### src/rtl/program_loader_pkg.sv
// Shared definitions for the boot-time program loader: FSM encoding,
// word geometry and a capacity helper.
package loader_pkg;

  localparam int WORD_BYTES = 4;

  localparam logic [1:0] ST_HDR   = 2'd0;
  localparam logic [1:0] ST_LOAD  = 2'd1;
  localparam logic [1:0] ST_DONE  = 2'd2;
  localparam logic [1:0] ST_ERROR = 2'd3;

  typedef enum logic [1:0] {
    HDR   = ST_HDR,
    LOAD  = ST_LOAD,
    DONE  = ST_DONE,
    ERROR = ST_ERROR
  } state_e;

  // Number of 32-bit words that fit in a BRAM with the given byte-address width.
  function automatic int unsigned capacity_words(input int addr_width);
    return 32'd1 << (addr_width - 2);
  endfunction

endpackage

### src/rtl/program_loader_if.sv
// Byte-stream input and BRAM write port of the program loader.
interface program_loader_if #(
  parameter int ADDR_WIDTH = 12
) ();

  logic [7:0]            rx_data;
  logic                  rx_valid;
  logic                  rx_ready;
  logic [ADDR_WIDTH-1:0] mem_wr_addr;
  logic [31:0]           mem_wr_data;
  logic [3:0]            mem_byte_w_en;

  modport master (
    output rx_data, rx_valid,
    input  rx_ready, mem_wr_addr, mem_wr_data, mem_byte_w_en
  );

  modport slave (
    input  rx_data, rx_valid,
    output rx_ready, mem_wr_addr, mem_wr_data, mem_byte_w_en
  );

endinterface

### src/rtl/program_loader_byte_assembler.sv
// Packs little-endian stream bytes into 32-bit words; flags the byte that
// completes a word so the caller can register the write.
module byte_assembler
  import loader_pkg::*;
(
  input  logic        clk,
  input  logic        rst,
  input  logic        clear,
  input  logic        byte_valid,
  input  logic [7:0]  byte_in,
  output logic [31:0] word,
  output logic        word_done
);

  logic [31:0] shreg;
  logic [1:0]  byte_idx;

  // Right shift: after four bytes, byte 0 sits in [7:0] and byte 3 in [31:24].
  assign word      = {byte_in, shreg[31:8]};
  assign word_done = byte_valid && (byte_idx == 2'(WORD_BYTES - 1));

  // NOTE: registers use non-blocking assignments so every flop samples pre-edge values.
  always_ff @(posedge clk) begin
    if (rst || clear) begin
      shreg    <= '0;
      byte_idx <= '0;
    end else if (byte_valid) begin
      shreg    <= word;
      byte_idx <= byte_idx + 2'd1;
    end
  end

endmodule

### src/rtl/program_loader.sv
// Fills the instruction BRAM from a length-prefixed byte stream, holding the
// CPU in reset until the whole image has been written.
module program_loader
  import loader_pkg::*;
#(
  parameter int ADDR_WIDTH = 12,
  parameter int LEN_BYTES  = 2
) (
  input  logic                  sysclk,
  input  logic                  rst,
  program_loader_if.slave       bus,
  input  logic                  reload,
  output logic                  cpu_rst,
  output logic                  done,
  output logic                  error,
  output logic [ADDR_WIDTH-2:0] words_loaded
);

  localparam int          LEN_W     = 8 * LEN_BYTES;
  localparam int          HDR_IDX_W = (LEN_BYTES > 1) ? $clog2(LEN_BYTES) : 1;
  localparam int unsigned CAPACITY  = capacity_words(ADDR_WIDTH);

  state_e                state, state_nxt;
  logic [LEN_W-1:0]      len, len_nxt;
  logic [HDR_IDX_W-1:0]  hdr_idx;
  logic [ADDR_WIDTH-2:0] word_idx;
  logic [3:0]            wr_en;
  logic [ADDR_WIDTH-1:0] wr_addr;
  logic [31:0]           wr_data;
  logic [31:0]           word;
  logic                  accept, hdr_last, asm_valid, word_done, restart, last_pulse;

  assign accept     = bus.rx_valid && bus.rx_ready;
  assign hdr_last   = (state == HDR) && accept && (hdr_idx == HDR_IDX_W'(LEN_BYTES - 1));
  assign asm_valid  = (state == LOAD) && accept;
  assign restart    = reload && ((state == DONE) || (state == ERROR));
  // Word index has already advanced past the final word when its pulse is out.
  assign last_pulse = (state == LOAD) && wr_en[0] && (32'(word_idx) == 32'(len));

  byte_assembler u_asm (
    .clk        (sysclk),
    .rst        (rst),
    .clear      (restart),
    .byte_valid (asm_valid),
    .byte_in    (bus.rx_data),
    .word       (word),
    .word_done  (word_done)
  );

  always_comb begin
    len_nxt = len;
    if ((state == HDR) && accept) len_nxt[int'(hdr_idx)*8 +: 8] = bus.rx_data;
  end

  // NOTE: every output of this block gets a default first so no latch is inferred.
  always_comb begin
    state_nxt    = state;
    bus.rx_ready = 1'b0;
    cpu_rst      = 1'b1;
    done         = 1'b0;
    error        = 1'b0;
    case (state)
      HDR: begin
        bus.rx_ready = 1'b1;
        if (hdr_last) begin
          if (len_nxt == '0)                           state_nxt = DONE;
          else if (64'(len_nxt) > 64'(CAPACITY))       state_nxt = ERROR;
          else                                         state_nxt = LOAD;
        end
      end
      LOAD: begin
        bus.rx_ready = 1'b1;
        if (last_pulse) state_nxt = DONE;
      end
      DONE: begin
        cpu_rst = 1'b0;
        done    = 1'b1;
        if (reload) state_nxt = HDR;
      end
      ERROR: begin
        error = 1'b1;
        if (reload) state_nxt = HDR;
      end
      default: state_nxt = HDR;
    endcase
  end

  always_ff @(posedge sysclk) begin
    if (rst) begin
      state    <= HDR;
      len      <= '0;
      hdr_idx  <= '0;
      word_idx <= '0;
      wr_en    <= '0;
      wr_addr  <= '0;
      wr_data  <= '0;
    end else begin
      state <= state_nxt;
      wr_en <= '0;
      if (restart) begin
        len      <= '0;
        hdr_idx  <= '0;
        word_idx <= '0;
      end else begin
        if ((state == HDR) && accept) begin
          len     <= len_nxt;
          hdr_idx <= hdr_last ? '0 : hdr_idx + 1'b1;
        end
        if (asm_valid && word_done) begin
          wr_en    <= 4'hF;
          wr_addr  <= {word_idx[ADDR_WIDTH-3:0], 2'b00};
          wr_data  <= word;
          word_idx <= word_idx + 1'b1;
        end
      end
    end
  end

  assign bus.mem_byte_w_en = wr_en;
  assign bus.mem_wr_addr   = wr_addr;
  assign bus.mem_wr_data   = wr_data;
  assign words_loaded      = word_idx;

endmodule

### src/flat_wrapper.sv
// flat-port wrapper written by rule: the top's interface ports become plain ports
module program_loader_flat import loader_pkg::*;
#(
  parameter int ADDR_WIDTH = 12,
  parameter int LEN_BYTES  = 2
)
  (sysclk, rst, reload, cpu_rst, done, error, words_loaded, bus_rx_data, bus_rx_valid, bus_rx_ready, bus_mem_wr_addr, bus_mem_wr_data, bus_mem_byte_w_en);
  program_loader_if #(.ADDR_WIDTH(ADDR_WIDTH)) bus_i ();
  input  logic sysclk;
  input  logic rst;
  input  logic reload;
  output logic cpu_rst;
  output logic done;
  output logic error;
  output logic [ADDR_WIDTH-2:0] words_loaded;
  input wire logic [$bits(bus_i.rx_data)-1:0] bus_rx_data;
  input wire logic [$bits(bus_i.rx_valid)-1:0] bus_rx_valid;
  output wire logic [$bits(bus_i.rx_ready)-1:0] bus_rx_ready;
  output wire logic [$bits(bus_i.mem_wr_addr)-1:0] bus_mem_wr_addr;
  output wire logic [$bits(bus_i.mem_wr_data)-1:0] bus_mem_wr_data;
  output wire logic [$bits(bus_i.mem_byte_w_en)-1:0] bus_mem_byte_w_en;
  assign bus_i.rx_data = bus_rx_data;
  assign bus_i.rx_valid = bus_rx_valid;
  assign bus_rx_ready = bus_i.rx_ready;
  assign bus_mem_wr_addr = bus_i.mem_wr_addr;
  assign bus_mem_wr_data = bus_i.mem_wr_data;
  assign bus_mem_byte_w_en = bus_i.mem_byte_w_en;
  program_loader #(.ADDR_WIDTH(ADDR_WIDTH), .LEN_BYTES(LEN_BYTES)) u_core (.sysclk(sysclk), .rst(rst), .bus(bus_i), .reload(reload), .cpu_rst(cpu_rst), .done(done), .error(error), .words_loaded(words_loaded));
endmodule
### config.mk
export PLATFORM = sky130hd
export DESIGN_NAME = program_loader_flat
export DESIGN_NICKNAME = d
export VERILOG_FILES = /design/src/rtl/program_loader_pkg.sv /design/src/rtl/program_loader_if.sv /design/src/rtl/program_loader_byte_assembler.sv /design/src/rtl/program_loader.sv /design/src/flat_wrapper.sv
export SDC_FILE = /design/constraint.sdc
export NUM_CORES = 1
export LEC_CHECK = 0
export CAP_MARGIN = 25
export CELL_PAD_IN_SITES_DETAIL_PLACEMENT = 0
export CELL_PAD_IN_SITES_GLOBAL_PLACEMENT = 2
export CORE_AREA = 2 2 113 115
export CTS_CLUSTER_SIZE = 14
export DETAILED_ROUTE_END_ITERATION = 6
export DIE_AREA = 0 0 115 117
export GPL_TIMING_DRIVEN = 0
export HOLD_SLACK_MARGIN = 0.05
export PLACE_DENSITY = 0.92
export SLEW_MARGIN = 20
export SYNTH_ARGS = -nofsm -noshare
export SYNTH_HDL_FRONTEND = slang
export SYNTH_SLANG_ARGS = --single-unit
### constraint.sdc
create_clock -name sysclk -period 2.8 [get_ports sysclk]
set_input_delay 0.42 -clock sysclk [delete_from_list [all_inputs] [get_ports sysclk]]
set_output_delay 0.42 -clock sysclk [all_outputs]
set_load 0.02 [all_outputs]
# ---- Word-level counts from Yosys, hierarchy flattened
# Cells that the tools add are included.
dict set report classes {
  add_sub_neg 4
  mul 0
  n_div 0
  magnitude_cmp 1
  eq_ne 8
  shift 2
  n_mux 14
  bitwise 1
  reduce_logical 18
}
# op count
set op_table {}
lappend op_table {{4-bit negation with 33-bit output} 1}
lappend op_table {{8-bit by 33-bit variable shift with 16-bit output, first input constant} 1}
lappend op_table {{8-bit by 33-bit indexed part select with 16-bit output} 1}
lappend op_table {{16-bit bitwise mux} 1}
lappend op_table {{11-bit by 16-bit equality test with 1-bit output} 1}
lappend op_table {{16-bit by 11-bit > comparator with 1-bit output, second input constant} 1}
lappend op_table {{16-bit logical NOT} 1}
lappend op_table {{16-bit 2-to-1 mux} 1}
lappend op_table {{11-bit by 1-bit adder with 11-bit output, second input constant} 1}
lappend op_table {{2-bit 2-to-1 mux} 5}
lappend op_table {{1-bit logical AND} 9}
lappend op_table {{2-bit equality test, second input constant} 3}
lappend op_table {{2-bit by 1-bit != test with 1-bit output, second input constant} 3}
lappend op_table {{2-bit one-hot mux with 3 select lines} 1}
lappend op_table {{2-bit OR reduction} 3}
lappend op_table {{1-bit 2-to-1 mux} 5}
lappend op_table {{4-bit 2-to-1 mux} 1}
lappend op_table {{3-bit AND reduction} 1}
lappend op_table {{2-bit by 1-bit adder with 2-bit output, second input constant} 1}
lappend op_table {{2-bit by 1-bit equality test with 1-bit output, second input constant} 1}
lappend op_table {{2-bit logical NOT} 1}
lappend op_table {{1-bit logical OR} 2}
lappend op_table {{2-bit AND reduction} 1}
lappend op_table {{1-bit adder, second input constant} 1}
lappend op_table {{1-bit NOT} 1}
dict set report totals {
  register_bits 110
  latch_bits 0
  ram_bits 0
  rom_bits 0
  in_bits 12
  output_inout_bits 63
  elab_cells 57
  mem_count 0
}

# ---- Depth between registers and ports, before layout
dict set report logic_depth {
  ltp_word 11
  ltp_mapped 7
  depth_no_buf 6
}

# ---- Modules after synthesis
# Synthesis repeated with hierarchy kept, for this count alone.
dict set report hier_totals {
  hier_cells 470
  hier_area_um2 4015.1
}
# module n_inst cells_per_inst area_per_inst_um2 seq_area_each_um2
set modules_own_cells {}
lappend modules_own_cells {program_loader 1 375 2975.4 1461.4}
lappend modules_own_cells {byte_assembler 1 95 1039.7 520.5}

# ---- Worst setup path before layout
# No wires, ideal clock.
dict set report synth_timing {
  path_kind {reg2reg}
  startpoint {reg u_core.word_idx[3] (netlist: u_core.words_loaded[3])}
  endpoint {reg u_core.word_idx[10] (netlist: u_core.words_loaded[10])}
  setup_ns 0.070
  arrival_ns 1.663
  t_required_ns 2.730
  slack_ns 1.067
  path_stages_with_launch 6
  n_path_buf 1
  synth_period_minus_slack_ns 1.733
  path_cell_list {dfxtp_1 -> clkbuf_1 -> nand3_1 -> or3_4 -> or3_1 -> a21oi_1}
}
dict set report synth_between {
  elab_chain_len 1
}
# item line_no
set synth_rtl {}
lappend synth_rtl {{start, declared} program_loader.sv:26} ;# logic [ADDR_WIDTH-2:0] word_idx;
lappend synth_rtl {{start signal, assigned} program_loader.sv:113} ;# word_idx <= word_idx + 1'b1;
lappend synth_rtl {{11-bit by 1-bit adder with 11-bit output} program_loader.sv:113}
# No other way between the ends.
# A chain may end at the register's enable or synchronous reset.

# ---- Worst setup path in the final report
dict set report layout_timing {
  startpoint {reg u_core.state[1]}
  endpoint {out error}
}
dict set report layout_between {
  elab_chain_len 2
}
# item line_no
set layout_rtl {}
lappend layout_rtl {{start, declared} program_loader.sv:23} ;# state_e state, state_nxt;
lappend layout_rtl {{start signal, assigned} program_loader.sv:98} ;# state <= state_nxt;
lappend layout_rtl {{2-bit equality test} program_loader.sv:62} ;# case (state)
lappend layout_rtl {{1-bit 2-to-1 mux} program_loader.sv:62}
lappend layout_rtl {{end, declared} flat_wrapper.sv:14} ;# output logic error;
# No other way between the ends.

==> results.toml <==
[clock_tree]
cts_made_buffers = 9
root_buffer = "clkbuf_16"
ctsResizeCount = 0
post_cts_buffers = 0
clk_path_buf_depth = 2
htree_levels = 3
clk_pin_slew_ps = 60
cts_tree = "done"
cts_hold_repair.buffers = 0
clk_latency_ps = 340
clock_sinks = 99

[critical_path]
worstPathRequired_ps = 2380
crit_fanout = 8
worstPathArrival_ps = 1790
criticalPathCategory = "reg2out"
endpoint_kind = "output pin"
worstSetupStartpointType = "flop"

[floorplanning]
die_area_um2 = 13500
core_um2 = 12300
die_w_um = 115
start_util = 0.313
io_pins = 75
rows = 41
die_y_um = 117

[cells_and_area]
final_core_util = 0.415
nets = 584
area_growth_pct = 32.5
layout-drive-gt1-share = 0.0591
diodes = 0

[logic_synthesis]
synthCells = 487
synth_top_area_cell = "dfxtp_1"
ys_types = 32
synth-xor-area-share = 0.0455
synth_mux_area_frac = 0.00260
ys_top_cells_by_area = "dfxtp_1, nand2_1, a21oi_1"
synth_ff_type = "dfxtp_1"
synth-compound-area-share = 0.129
syn_area_um2 = 3850
ys_warn_count = 0
seq_area_frac_synth = 0.515
synth_edf_count = 0
ys_ff_latch = 99
synth_top_area_frac = 0.515
ys_top_cells_by_count = "nand2_1, dfxtp_1, a21oi_1, clkbuf_1, nor2_1"
synthAdderAreaFrac = 0.00650
yosysMostFrequentCell = "nand2_1"
synth-simple-area-share = 0.252
syn_area_per_cell_um2 = 7.91
synth_top_family_by_area = "simple AND/OR/NAND/NOR gates"
synth-async-reset-ratio = 0

[place]
place_congestion = 0.788
io_buffers = 71
dp_hpwl_mm = 7.33

[global_route]
gr-total-overflow = 0
grt_pass1_wl_mm = 16.2
antenna_found_initial = 0
grtUsageTotal = 0.154
grt_start_max_net_pins = 17
grt_pass1_vias = 3203

[timing]
fin_crit_ps = 2210
maxSlewHeadroom = 0.598
rsz0062_at_grt = "no"
finalCritPeriodShare = 0.789
drv_slew = 0
whs_ps = 453
fin_setup_tns_ps = 0
finalHoldViolations = 0
tightest_slew_ps = 604
fmax_ghz = 0.453
setup_viol_count_final = 0
fin_skew_ps = 8.62

[outcome]
status = "finished, final reports clean"

[detailed_routing]
via_count = 3420
vias_per_cell = 4.72
routed_wl_mm = 10.1
wl_per_cell_um = 14.0
final_antenna_net_count = 0
dr.pass1.iters = 5
drt_iter0_markers = 123
drc = 0

[flow_run]
cap_violations = 0

[min_path]
hold_path.class = "reg2reg"

[power]
peakVddDrop_mv = 0.233
power_density_nw_per_um2 = 605
total_leakage_power_uw = 0.00171
-- path summary, 6_finish.rpt --
path | startpoint | endpoint | slack (ps) | cells past startpoint
worst min-delay path | u_core.bus.mem_wr_data[2] | u_core.bus.mem_wr_data[2] | 450 | 2
worst max-delay path | u_core.state[1] | error | 590 | 3
worst max register to register | u_core.state[0] | u_core.state[1] | 930 | 6
worst min register to register | u_core.bus.mem_wr_data[2] | u_core.bus.mem_wr_data[2] | 450 | 2
-- power by group --
group          internal (µW)  switching (µW)  total, µW
clock                    899             538       1440
combinational           73.8             127        201
sequential              1430            21.0       1450
-- metrics by stage --
| step | instance area [µm²] | setup slack (ps) | power [µW] | instances |
|---|---|---|---|---|
| 6_report | 5100 | 591 | 3090 | 725 |
| 5_1_grt | 5100 | 551 | 3200 | 725 |
| 4_1_cts | 5100 | 612 | 3110 | 725 |
| 3_5_place_dp | 4750 | 367 | 1680 | 709 |
| 3_3_place_gp | 4750 | 378 | 1680 | 709 |
| 2_1_floorplan | 3850 | 1070 | 1610 | 488 |
-- area by class of cell --
cell class,count,area (µm²)
multi-input cells,348,1690
well taps,150,188
inverters,5,18.8
plain buffers,36,166
flip-flops and latches,99,1980
fillers,1294,7210
repair buffers,71,711
clock buffers,10,239
clock inverters,6,111
-- sequential cells by signal, summed over array words and instances, names as in the netlist --
register / count
u_core.len: 16
u_core.bus.mem_byte_w_en: 1
u_core.words_loaded: 11
u_core.bus.mem_wr_addr: 10
u_core.u_asm.byte_idx: 2
u_core.u_asm.shreg: 24
u_core.bus.mem_wr_data: 32
u_core.hdr_idx: 1
u_core.state: 2
-- layer usage --
| layer | global-route usage | wire (µm) | vias up |
|---|---|---|---|
| met5 | 0 | 0 | - |
| met2 | 0.247 | 4540 | 82 |
| li1 | - | - | 1758 |
| met4 | 0.0627 | 143 | 0 |
| met3 | 0.0206 | 447 | 11 |
| met1 | 0.212 | 5010 | 1569 |
-- placed cells by master (no fill, tap or decap), drive strengths merged, types with 2 or more instances in the layout --
master	netlist	routed
ha	2	2
inv	5	6
nor2	18	18
nand2	173	173
clkbuf	19	29
or3	5	5
bufinv	0	3
nor4	4	4
a21o	2	2
conb	1	2
xor2	6	6
xnor2	14	14
nand3	8	8
nand4	6	6
o21ai	3	3
dfxtp	99	99
buf	17	17
or4	2	2
clkdlybuf4s50	0	71
nor3	5	5
a21oi	89	89
-- worst max-delay path, cell delays in order, from the launching register on --
cell             delay, ps
dfxtp_1                510
inv_1                  200
nor2_1                 120
clkdlybuf4s50_1        620
-- logic make-up (layout without fill, tap and decap cells) --
| kind of cell | Yosys count | after routing |
|---|---|---|
| AOI/OAI and AO/OA | 96 | 96 |
| xor gates and xnor gates | 20 | 20 |
| adders and majority gates | 2 | 2 |
| buffers and inverters | 41 | 128 |
| DFF | 99 | 99 |
| muxes | 1 | 1 |
| other | 1 | 2 |
| and+or+nand+nor | 227 | 227 |
(Power assumes the default switching activity.)
